File: src/rtl/lsu_pkg.sv
// Shared types and helpers for the LSU bus master: funct3 codes, FSM states,
// byte-lane mask constants and the op-legality checks.
package lsu_pkg;

    typedef enum logic [2:0] {
        F3_B  = 3'b000,
        F3_H  = 3'b001,
        F3_W  = 3'b010,
        F3_BU = 3'b100,
        F3_HU = 3'b101
    } lsu_f3_e;

    typedef enum logic [1:0] {
        ST_IDLE,
        ST_REQ,
        ST_RSP,
        ST_DONE
    } lsu_state_e;

    localparam logic [3:0] MASK_B = 4'b0001;
    localparam logic [3:0] MASK_H = 4'b0011;
    localparam logic [3:0] MASK_W = 4'b1111;

    // Stores only exist as B/H/W; loads also allow the unsigned B/H forms.
    function automatic logic op_illegal(input logic we, input logic [2:0] f3);
        logic bad;
        bad = 1'b1;
        case (f3)
            F3_B, F3_H, F3_W: bad = 1'b0;
            F3_BU, F3_HU:     bad = we;
            default:          bad = 1'b1;
        endcase
        return bad;
    endfunction

    function automatic logic op_misaligned(input logic [2:0] f3, input logic [1:0] lo);
        logic mis;
        mis = 1'b0;
        case (f3)
            F3_H, F3_HU: mis = lo[0];
            F3_W:        mis = (lo != 2'b00);
            default:     mis = 1'b0;
        endcase
        return mis;
    endfunction

endpackage

File: src/rtl/lsu_lane_align.sv
// Combinational byte-lane steering: store mask and data replication, plus
// load lane extraction with sign/zero extension.
module lsu_lane_align
    import lsu_pkg::*;
(
    input  logic [2:0]  func3,
    input  logic [1:0]  addr_lo,
    input  logic [31:0] st_data,
    input  logic [31:0] ld_raw,
    output logic [3:0]  mask,
    output logic [31:0] st_rep,
    output logic [31:0] ld_ext
);

    logic [7:0]  ld_byte;
    logic [15:0] ld_half;

    always_comb begin
        ld_byte = ld_raw[{addr_lo, 3'b000} +: 8];
        ld_half = addr_lo[1] ? ld_raw[31:16] : ld_raw[15:0];
        mask    = MASK_W;
        st_rep  = st_data;
        ld_ext  = ld_raw;
        case (func3)
            F3_B: begin
                mask   = MASK_B << addr_lo;
                st_rep = {4{st_data[7:0]}};
                ld_ext = {{24{ld_byte[7]}}, ld_byte};
            end
            F3_BU: begin
                mask   = MASK_B << addr_lo;
                st_rep = {4{st_data[7:0]}};
                ld_ext = {24'h0, ld_byte};
            end
            // Halfword lanes ignore addr[0]; misalignment is handled upstream.
            F3_H: begin
                mask   = MASK_H << {addr_lo[1], 1'b0};
                st_rep = {2{st_data[15:0]}};
                ld_ext = {{16{ld_half[15]}}, ld_half};
            end
            F3_HU: begin
                mask   = MASK_H << {addr_lo[1], 1'b0};
                st_rep = {2{st_data[15:0]}};
                ld_ext = {16'h0, ld_half};
            end
            default: begin
                mask   = MASK_W;
                st_rep = st_data;
                ld_ext = ld_raw;
            end
        endcase
    end

endmodule

File: src/rtl/lsu_bus_master.sv
// Load/store bus initiator: IDLE -> REQ -> (RSP) -> DONE handshake FSM.
// Define LSU_MISALIGN_TRAP_EN to turn misaligned H/W accesses into errors.
module lsu_bus_master
    import lsu_pkg::*;
#(
    parameter int TIMEOUT = 255,
    parameter int CNT_W   = 8
) (
    input  logic        clk,
    input  logic        rst,
    input  logic        lsu_req,
    input  logic        lsu_we,
    input  logic [2:0]  lsu_func3,
    input  logic [31:0] lsu_addr,
    input  logic [31:0] lsu_wdata,
    output logic        lsu_stall,
    output logic        lsu_done,
    output logic [31:0] lsu_rdata,
    output logic        lsu_err,
    output logic        bus_req_valid,
    input  logic        bus_req_ready,
    output logic        bus_we,
    output logic [31:0] bus_addr,
    output logic [3:0]  bus_mask,
    output logic [31:0] bus_wdata,
    input  logic        bus_rsp_valid,
    input  logic [31:0] bus_rsp_data
);

    localparam logic [CNT_W-1:0] TO_CNT = CNT_W'(TIMEOUT);

    lsu_state_e       state_q, state_d;
    logic             req_valid_q, req_valid_d;
    logic             we_q, we_d;
    logic [31:0]      addr_q, addr_d;
    logic [3:0]       mask_q, mask_d;
    logic [31:0]      wdata_q, wdata_d;
    logic [2:0]       f3_q, f3_d;
    logic [1:0]       lo_q, lo_d;
    logic [CNT_W-1:0] cnt_q, cnt_d;
    logic             done_q, done_d;
    logic             err_q, err_d;
    logic [31:0]      rdata_q, rdata_d;

    logic [2:0]  al_f3;
    logic [1:0]  al_lo;
    logic [3:0]  al_mask;
    logic [31:0] al_st;
    logic [31:0] al_ld;
    logic        bad_op;

    // One aligner serves both directions: live inputs while idle, the
    // captured op afterwards for the load extract.
    assign al_f3 = (state_q == ST_IDLE) ? lsu_func3     : f3_q;
    assign al_lo = (state_q == ST_IDLE) ? lsu_addr[1:0] : lo_q;

    lsu_lane_align u_align (
        .func3   (al_f3),
        .addr_lo (al_lo),
        .st_data (lsu_wdata),
        .ld_raw  (bus_rsp_data),
        .mask    (al_mask),
        .st_rep  (al_st),
        .ld_ext  (al_ld)
    );

`ifdef LSU_MISALIGN_TRAP_EN
    assign bad_op = op_illegal(lsu_we, lsu_func3) | op_misaligned(lsu_func3, lsu_addr[1:0]);
`else
    assign bad_op = op_illegal(lsu_we, lsu_func3);
`endif

    always_comb begin
        state_d     = state_q;
        req_valid_d = 1'b0;
        we_d        = we_q;
        addr_d      = addr_q;
        mask_d      = mask_q;
        wdata_d     = wdata_q;
        f3_d        = f3_q;
        lo_d        = lo_q;
        cnt_d       = cnt_q;
        done_d      = 1'b0;
        err_d       = 1'b0;
        rdata_d     = rdata_q;
        case (state_q)
            ST_IDLE: begin
                if (lsu_req) begin
                    if (bad_op) begin
                        state_d = ST_DONE;
                        done_d  = 1'b1;
                        err_d   = 1'b1;
                        rdata_d = 32'h0;
                    end else begin
                        state_d     = ST_REQ;
                        req_valid_d = 1'b1;
                        we_d        = lsu_we;
                        f3_d        = lsu_func3;
                        lo_d        = lsu_addr[1:0];
                        addr_d      = {lsu_addr[31:2], 2'b00};
                        mask_d      = al_mask;
                        wdata_d     = lsu_we ? al_st : 32'h0;
                    end
                end
            end
            ST_REQ: begin
                req_valid_d = 1'b1;
                if (bus_req_ready) begin
                    req_valid_d = 1'b0;
                    if (we_q) begin
                        state_d = ST_DONE;
                        done_d  = 1'b1;
                        rdata_d = 32'h0;
                    end else begin
                        state_d = ST_RSP;
                        cnt_d   = '0;
                    end
                end
            end
            ST_RSP: begin
                // A response on the final counted cycle still wins over timeout.
                if (bus_rsp_valid) begin
                    state_d = ST_DONE;
                    done_d  = 1'b1;
                    rdata_d = al_ld;
                end else if (cnt_q == TO_CNT) begin
                    state_d = ST_DONE;
                    done_d  = 1'b1;
                    err_d   = 1'b1;
                    rdata_d = 32'h0;
                end else begin
                    cnt_d = cnt_q + 1'b1;
                end
            end
            default: begin
                state_d = ST_IDLE;
            end
        endcase
    end

    always_ff @(posedge clk or negedge rst) begin
        if (!rst) begin
            state_q     <= ST_IDLE;
            req_valid_q <= 1'b0;
            we_q        <= 1'b0;
            addr_q      <= 32'h0;
            mask_q      <= 4'h0;
            wdata_q     <= 32'h0;
            f3_q        <= 3'h0;
            lo_q        <= 2'h0;
            cnt_q       <= '0;
            done_q      <= 1'b0;
            err_q       <= 1'b0;
            rdata_q     <= 32'h0;
        end else begin
            state_q     <= state_d;
            req_valid_q <= req_valid_d;
            we_q        <= we_d;
            addr_q      <= addr_d;
            mask_q      <= mask_d;
            wdata_q     <= wdata_d;
            f3_q        <= f3_d;
            lo_q        <= lo_d;
            cnt_q       <= cnt_d;
            done_q      <= done_d;
            err_q       <= err_d;
            rdata_q     <= rdata_d;
        end
    end

    assign lsu_stall     = ((state_q == ST_IDLE) && lsu_req) || (state_q == ST_REQ) ||
                           (state_q == ST_RSP);
    assign lsu_done      = done_q;
    assign lsu_err       = err_q;
    assign lsu_rdata     = rdata_q;
    assign bus_req_valid = req_valid_q;
    assign bus_we        = we_q;
    assign bus_addr      = addr_q;
    assign bus_mask      = mask_q;
    assign bus_wdata     = wdata_q;

endmodule

File: config.mk
export PLATFORM = sky130hd
export DESIGN_NAME = lsu_bus_master
export DESIGN_NICKNAME = d
export VERILOG_FILES = /design/src/rtl/lsu_pkg.sv /design/src/rtl/lsu_lane_align.sv /design/src/rtl/lsu_bus_master.sv
export SDC_FILE = /design/constraint.sdc
export NUM_CORES = 1
export LEC_CHECK = 0
export CORE_MARGIN = 1
export CORE_UTILIZATION = 31
export CTS_CLUSTER_SIZE = 28
export DETAILED_ROUTE_END_ITERATION = 10
export MAX_ROUTING_LAYER = met4
export PLACE_DENSITY = 0.58
export SLEW_MARGIN = 20
export SYNTH_ARGS = -nofsm -noshare
export SYNTH_HDL_FRONTEND = slang
export SYNTH_SLANG_ARGS = --single-unit
File: constraint.sdc
create_clock -name clk -period 2.5 [get_ports clk]
set_input_delay 0.625 -clock clk [delete_from_list [all_inputs] [get_ports clk]]
set_output_delay 0.625 -clock clk [all_outputs]
set_load 0.01 [all_outputs]
==> flow_metrics.py <==
metrics = {
    "logic_synthesis": {
        "synth_edf_count": 0,
        "yosysWarningCount": 0,
        "syn_area_sq_um": 5770,
        "ys_seq_area_share_pct": 50.7,
        "yosysUniqueCellTypes": 50,
        "synthArstFlopShare_pct": 100,
        "ys_ff_latch": 117,
        "synth-main-ff-cell": "dfrtp_1",
        "syn_area_per_cell_sq_um": 9.76,
        "synth_cells": 591,
    },
    "setup_path": {
        "crit_type": "reg -> reg",
        "cp_cell_sequence": "inv_1 -> ha_4 -> buf_4 -> mux2i_4 -> mux4_2 -> and3b_1 -> nor3b_2 -> o31ai_1",
        "path_max_fanout": 8,
        "crit_arrival_ps": 2640,
        "slowest_stage": "and3b_1",
        "critical-path-top-delay-family": "simple AND/OR/NAND/NOR gates",
        "critical-path-max-stage-delay_ps": 480,
        "startpoint_type": "flop",
        "critPathRequiredTime_ps": 2810,
        "worst-path-buf-inv": 2,
        "critPathCaptureType": "flop",
    },
    "pwr": {
        "p_leak_nw": 4.02,
        "ir_drop_uv": 625,
        "intPower_mw": 6.84,
        "netSwitchingFraction_pct": 37.6,
        "p_seq_share_pct": 28.8,
        "pwr_density_cell_nw_per_um2": 1220,
        "pwr-share-clk_pct": 20.4,
        "combPwrFrac_pct": 50.9,
        "switching_power_mw": 4.12,
    },
    "timing": {
        "min_period_ps": 2330,
        "slew_headroom_pct": 57.2,
        "drv_slew": 0,
        "layout_setup_ws_ps": 171,
        "rsz0062_at_grt": "false",
        "skew_ps": 7.97,
        "fmax_ghz": 0.429,
        "setup_viol": 0,
        "finalHoldViolCount": 0,
        "fin_crit_sh_pct": 93.2,
        "tightest_slew_ps": 637,
    },
    "final_layout": {
        "finish.utilization_pct": 49.6,
        "fin_nets": 936,
        "stdcell_count": 1067,
        "antenna-diode-count": 0,
        "layout_common_cells": "clkdlybuf4s50_1 (205), nand2_1 (160), dfrtp_1 (117), buf_4 (43), o21ai_0 (36)",
        "multi_input_area_sq_um": 2620,
        "seqCellArea_sq_um": 2930,
        "layout_commonest_cell": "clkdlybuf4s50_1",
        "syn_to_final_growth_pct": 55.3,
        "drive_gt1_share_pct": 13.7,
        "fill_cells": 1654,
    },
    "global_routing": {
        "antenna_found_initial": 0,
        "grt_max_degree": 64,
        "grt_usage_pct": 20.9,
        "grt_pass1_wl_um": 30000,
        "grt_pass1_vias": 5478,
        "grt_overflow_total": 0,
    },
    "clock_tree": {
        "cts-root-buf": "clkbuf_16",
        "clock_sinks": 117,
        "htreeDepth": 4,
        "clkTransAtPathRegs_ps": 60,
        "cts_buffers": 17,
        "clock_path_buffers": 2,
        "cts.hold.buffers_added": 0,
        "clk_latency_ps": 410,
        "cts_tree": "done",
    },
    "floorplanning": {
        "die_h_um": 138,
        "die_area_sq_um": 19200,
        "die_x_um": 138,
        "ios": 210,
        "fp-row-count": 49,
        "start_util_pct": 31.9,
        "fp.coreArea_sq_um": 18100,
    },
    "status": {
        "violations": "DRC",
        "status": "complete, but fails checks",
    },
    "place": {
        "dp.cells": 1035,
        "post-place-ws_ps": -205,
        "hpwl_um": 14300,
        "port_buffers": 207,
        "finalWeightedCongestion": 0.861,
    },
    "hold_path": {
        "hold_class": "in -> async",
    },
    "drt": {
        "firstDrtPassIters": 8,
        "num_vias": 5371,
        "route.detailed.drc": 32,
        "drtIter0Drc": 331,
        "routed_wirelength_um": 18900,
        "viasPerCell": 5.03,
        "wl_per_cell_um": 17.7,
        "ant_nets": 0,
    },
    "flow_run": {
        "max_cap_viol_count": 0,
    },
}
## path summary, 6_finish.rpt
check	start	endpoint	slack, ps	cells past startpoint
max	state_q[1]	lsu_rdata[15]	170	8
min	rst	lsu_rdata[28]	140	1
max reg2reg	state_q[1]	lsu_rdata[15]	170	8
min reg2reg	bus_addr[15]	bus_addr[15]	470	2
max in group asynchronous	rst	bus_addr[3]	1720	2
min in group clk	bus_addr[15]	bus_addr[15]	470	2
## power by group through the flow
stage	logic (mW)	registers [mW]	clock network, mW
after global routing	6.02	3.25	2.41
after floorplan	2.45	3.43	0
final	5.57	3.15	2.23
after detailed placement	5.56	3.17	0
after CTS	5.60	3.16	2.30
after global placement	5.48	3.16	0
## layer usage
metal | track usage, % | vias to the layer above | share of wire [%]
li1 | - | 2568 | -
met1 | 26.3 | 2576 | 44
met2 | 32.9 | 204 | 48
met3 | 5.20 | 23 | 6.4
met4 | 6.68 | 0 | 1.5
met5 | - | - | 0
## worst reg2reg max path: stages (launching register included)
cell	delay, ps
dfrtp_1	380
inv_1	120
ha_4	200
buf_4	180
mux2i_4	280
mux4_2	240
and3b_1	480
nor3b_2	110
o31ai_1	240
## registers in the layout, indices dropped and copies added, names as in the netlist
| signal | flops |
|---|---|
| bus_req_valid | 1 |
| bus_wdata | 32 |
| bus_addr | 30 |
| lsu_done | 1 |
| bus_we | 1 |
| bus_mask | 4 |
| lsu_err | 1 |
| lsu_rdata | 32 |
| state_q | 2 |
| f3_q | 3 |
| lo_q | 2 |
| cnt_q | 8 |
## kinds of logic (layout without fill, tap and decap cells)
logic type / Yosys count / count (layout) / share of synthesized area [%]
and+or+nand+nor: 222 / 222 / 16.0
AOI/OAI and AO/OA: 145 / 145 / 18.9
DFF: 117 / 117 / 50.7
buffers and inverters: 54 / 300 / 4.31
muxes: 40 / 40 / 7.76
adders and majority gates: 6 / 6 / 1.30
xor gates and xnor gates: 6 / 6 / 0.911
other: 1 / 2 / 0.0650
## cells in the mapped netlist (2+ instances only)
cell type | n | area (sq um)
a21oi_1 | 17 | 85.1
a221oi_1 | 14 | 123
mux2i_1 | 32 | 320
nor2b_1 | 2 | 12.5
a2111oi_0 | 7 | 61.3
and3b_1 | 2 | 17.5
buf_2 | 7 | 35.0
a211oi_1 | 4 | 30.0
a31oi_1 | 3 | 18.8
dfrtp_1 | 117 | 2930
nor3_1 | 2 | 10.0
ha_1 | 6 | 75.1
nand3_1 | 6 | 30.0
or3b_2 | 2 | 17.5
o21ai_1 | 7 | 35.0
a22o_1 | 8 | 70.1
mux2_2 | 4 | 45.0
nor2_1 | 31 | 116
clkbuf_1 | 25 | 93.8
a221oi_2 | 7 | 105
buf_4 | 4 | 30.0
buf_6 | 3 | 33.8
and3_1 | 3 | 18.8
o31ai_1 | 12 | 90.1
a221o_1 | 17 | 170
o21ai_0 | 36 | 180
mux2i_4 | 2 | 45.0
buf_1 | 4 | 15.0
or3_1 | 2 | 12.5
or2_2 | 5 | 31.3
xnor2_1 | 6 | 52.6
o221ai_1 | 6 | 52.6
a21o_1 | 2 | 15.0
nand2_1 | 160 | 601
inv_1 | 11 | 41.3
## cell type report
class,count,area share (%)
clock inverter,15,1.38
timing repair buffer,257,28.4
inverter,11,0.461
multi-input combinational,421,29.2
sequential,117,32.7
tap,229,3.20
clock buffer,17,4.75
## what timing repair did
| action | CTS | global route |
|---|---|---|
| setup endpoints to repair | 1 | 0 |
| resized for setup | 4 | 0 |
| buffers inserted | 0 | 0 |
| endpoints found under the hold margin | 0 | 0 |
## metrics by stage
step / instance area (sq um) / setup TNS, ps / power [mW] / hold slack, ps
2_1_floorplan: 5770 / 0 / 5.88 / 329
3_3_place_gp: 8400 / -4670 / 8.63 / 458
3_5_place_dp: 8400 / -4920 / 8.73 / 462
4_1_cts: 8960 / 0 / 11.1 / 133
5_1_grt: 8960 / 0 / 11.7 / 145
6_report: 8960 / 0 / 11.0 / 142
No activity file was read; power rests on OpenSTA's default activity.
==> variant 1 (same flow settings) <==
Set the parameter `CNT_W` to 10 (it was 8).
--- a/src/rtl/lsu_bus_master.sv
+++ b/src/rtl/lsu_bus_master.sv
@@ -5,5 +5,5 @@
 #(
     parameter int TIMEOUT = 255,
-    parameter int CNT_W   = 8
+    parameter int CNT_W   = 10
 ) (
     input  logic        clk,
Check against the original RTL: no difference found for any inputs over 4 cycles, from zero or initial values and one cycle with rst low; that may be too few to reach the edited logic, so the function may still have changed.
==> variant 1 against the original RTL <==
  * Count of clock-buffer cells in the layout increased by 1
  * Worst setup slack got worse by 0.025 ns
  * Sequential cell count increased by 2
  * Area after synthesis fell by 2.2%
  * Routed wire length down 4.5%
  * Combinational power fell by 3%
  * Fmax shrank 1.1%
  * Sequential power up 2%
  * Die area down 2.2%
  * Power barely moved
  * Design area shrank 1.3%
  * Sequential share of layout area rose by 1.0 points
==> variant 1: results (changes against the original RTL) <==
Worst path slowest cell=dfrtp_1; Crit path max-delay family=buffers and inverters; Pleak=0.003995 uW (-0.55%); R2R depth=7 (-1); share of layout cells above drive strength 1=10.15% (-3.6 points); Synth area leaders=dfrtp_1, nand2_1, o21ai_0; Worst Setup Slack post-DPL=-0.1095 ns (+0.09524 ns); delay of the slowest critical-path stage=0.39 ns (-0.09 ns); VDD IR max=0.6897 mV (+10%); Reg2Reg Setup Slack=0.20 ns (+0.03 ns); met2 routed WL=8735 um (-3.8%); gr usage total=20.18% (-0.73 points); dpl hpwl=13480 um (-5.7%); Syn Area/Cell=9.027 um2 (-7.6%); CTS resizes=5 (+1); RePlAce Congestion=0.8528 (-0.92%); placed cell count=1060 (+2.4%); Final nets=965 (+3.1%); met1 Usage GRT=25.21% (-1.1 points); Fin Hold WS=0.1315 ns (-0.01030 ns); CP Max Fanout=7 (-1); switching power share of the total=37.34% (-0.23 points); Post-Route Skew=0.005963 ns (-0.002006 ns); R2R Path End=lsu_rdata[11]; Comb pwr share=49.4% (-1.5 points); number of global-route vias before repair=5304 (-3.2%); outcome=finished clean; critical path type=register to output pin; Tmin final=2.354 ns (+0.02534 ns); Crit path arrival time=1.73 ns (-0.91 ns); Setup crit end=lsu_stall; initial drt markers=292 (-12%); DR pass1 iterations=4 (-4); DP Area=8257 um2 (-1.7%); Post-synth top cells=nand2_1, dfrtp_1, o21ai_0, nor2_1, mux2i_1; Post-Route WL=18060 um (-4.5%); WL/cell=16.53 um (-6.7%); met1 WL=7910 um (-5.2%)
[variant 1: area by class of cell]
cell class              count  area [um2]  area share, %
repair buffers            247        2481          28.05
well taps                 225       281.5          3.183
flip-flops and latches    119        2978          33.67
clock inverters            14       125.1          1.415
clock buffers              18       439.2          4.965
multi-input cells         464        2521          28.50
inverters                   5       18.77         0.2122
[variant 1: kinds of logic after synthesis]
logic type               count (synthesis)  share of synthesized area, %
AO/OA/AOI/OAI                          143                         15.81
XOR/XNOR                                 8                         1.242
adder cells (fa/ha/maj)                  6                         1.331
buffers and inverters                   43                         3.349
flip-flops                             119                         52.78
multiplexers                            29                         5.478
other                                    1                       0.06647
AND/OR/NAND/NOR                        276                         19.94
[variant 1: per-stage QoR]
stage               total power, uW  util, %
floorplan                      5716        -
global placement               8513    47.08
detailed placement             8623    47.08
CTS                           11040    50.39
global route                  11680    50.44
finish                        10960    50.44
==> variant 2 (same settings) <==
Made on the original files. `rdata_q` no longer has a reset.
--- a/src/rtl/lsu_bus_master.sv
+++ b/src/rtl/lsu_bus_master.sv
@@ -152,5 +152,4 @@
             done_q      <= 1'b0;
             err_q       <= 1'b0;
-            rdata_q     <= 32'h0;
         end else begin
             state_q     <= state_d;
@@ -165,6 +164,9 @@
             done_q      <= done_d;
             err_q       <= err_d;
-            rdata_q     <= rdata_d;
         end
+    end
+
+    always_ff @(posedge clk) begin
+        rdata_q <= rdata_d;
     end
 
Check against the original RTL: differs if rst is asserted again (counterexample within 4 cycles, from zero or initial values and one cycle with rst low); with rst held inactive, the same outputs for 4 cycles.
==> variant 2 against the original RTL <==
  * Power grew 2.6%
  * Worst setup slack gained 0.0071 ns
  * Die area decreased by 2.0%
  * Combinational power shrank 4.3%
  * Sequential cell count unchanged
  * Sequential power up 7.6%
  * Design area shrank 0.91%
  * Routed wire length decreased by 11%
  * Largest power group unchanged
  * Global-route usage fell by 2.0 points
  * Critical endpoint is now lsu_rdata[16]
  * Area after synthesis down 2.1%
==> variant 2: results (changes against the original RTL) <==
outcome=finished clean; Post-synth top cells=nand2_1, dfrtp_1, o21ai_0, mux2_2, nor2_1; number of global-route vias before repair=4957 (-9.5%); Synth Area in Compound Gates=18.04% (-0.82 points); post-synthesis mux area share=9.697% (+1.9 points); adder-cell share of the synthesized area=1.328% (+0.027 points); Synth area leaders=dfrtp_1, edfxtp_1, mux2_2; Crit path arrival time=2.48 ns (-0.16 ns); Net Sw Power=3848 uW (-6.5%); # fillers=1605 (-3.0%); Pleak=0.003657 uW (-9.0%); share of layout cells above drive strength 1=17.38% (+3.7 points); Worst path slowest cell=dfrtp_1; synth unique cells=59 (+18%); gr usage total=18.86% (-2.0 points); VDD IR max=0.5635 mV (-9.9%); asr flop ratio synth=72.65% (-27 points); fin area=8882 um2 (-0.91%); Signal buffers=244 (-5.1%); R2R depth=10 (+2); # clk buffers=23 (+6); DR pass1 iterations=6 (-2); inverters=12 (+1); Post-Route WL=16910 um (-11%); delay of the slowest critical-path stage=0.38 ns (-0.10 ns); multi-input gate count=366 (-13%); CP Max Fanout=16 (+8); seq pwr=3390 uW (+7.6%); part of the Yosys area used for sequential elements=54.64% (+3.9 points)
-- variant 2: cell count changes after synthesis, sizes merged, moves of 6 or more --
cell and delta:
a221oi -18, o31ai -7, a221o -15, a21oi +25
dfrtp -32, nand2 -72, a22oi +7, clkbuf -12
mux2 +35, edfxtp +32, mux2i -25, xnor2 -6
-- variant 2: through the flow --
stage,power (uW),cells,setup WS (ns)
after floorplan,6025,527,-0.2763
after global placement,8572,965,-0.1202
after detailed placement,8691,965,-0.1490
after CTS,11310,999,0.01117
after global routing,11930,1000,0.04851
final,11240,1000,0.1782
-- variant 2: timing repair --
| action | CTS | global route |
|---|---|---|
| pin swaps | 0 | 0 |
| gates resized for setup | 2 | 2 |
| endpoints found under the setup margin | 1 | 1 |
| buffers inserted | 2 | 1 |
-- variant 2: layer usage --
layer / track usage, % / wire [um]
met5: - / 0
met3: 4.296 / 1270
met4: 5.922 / 244
met2: 29.46 / 8028
met1: 24.21 / 7368
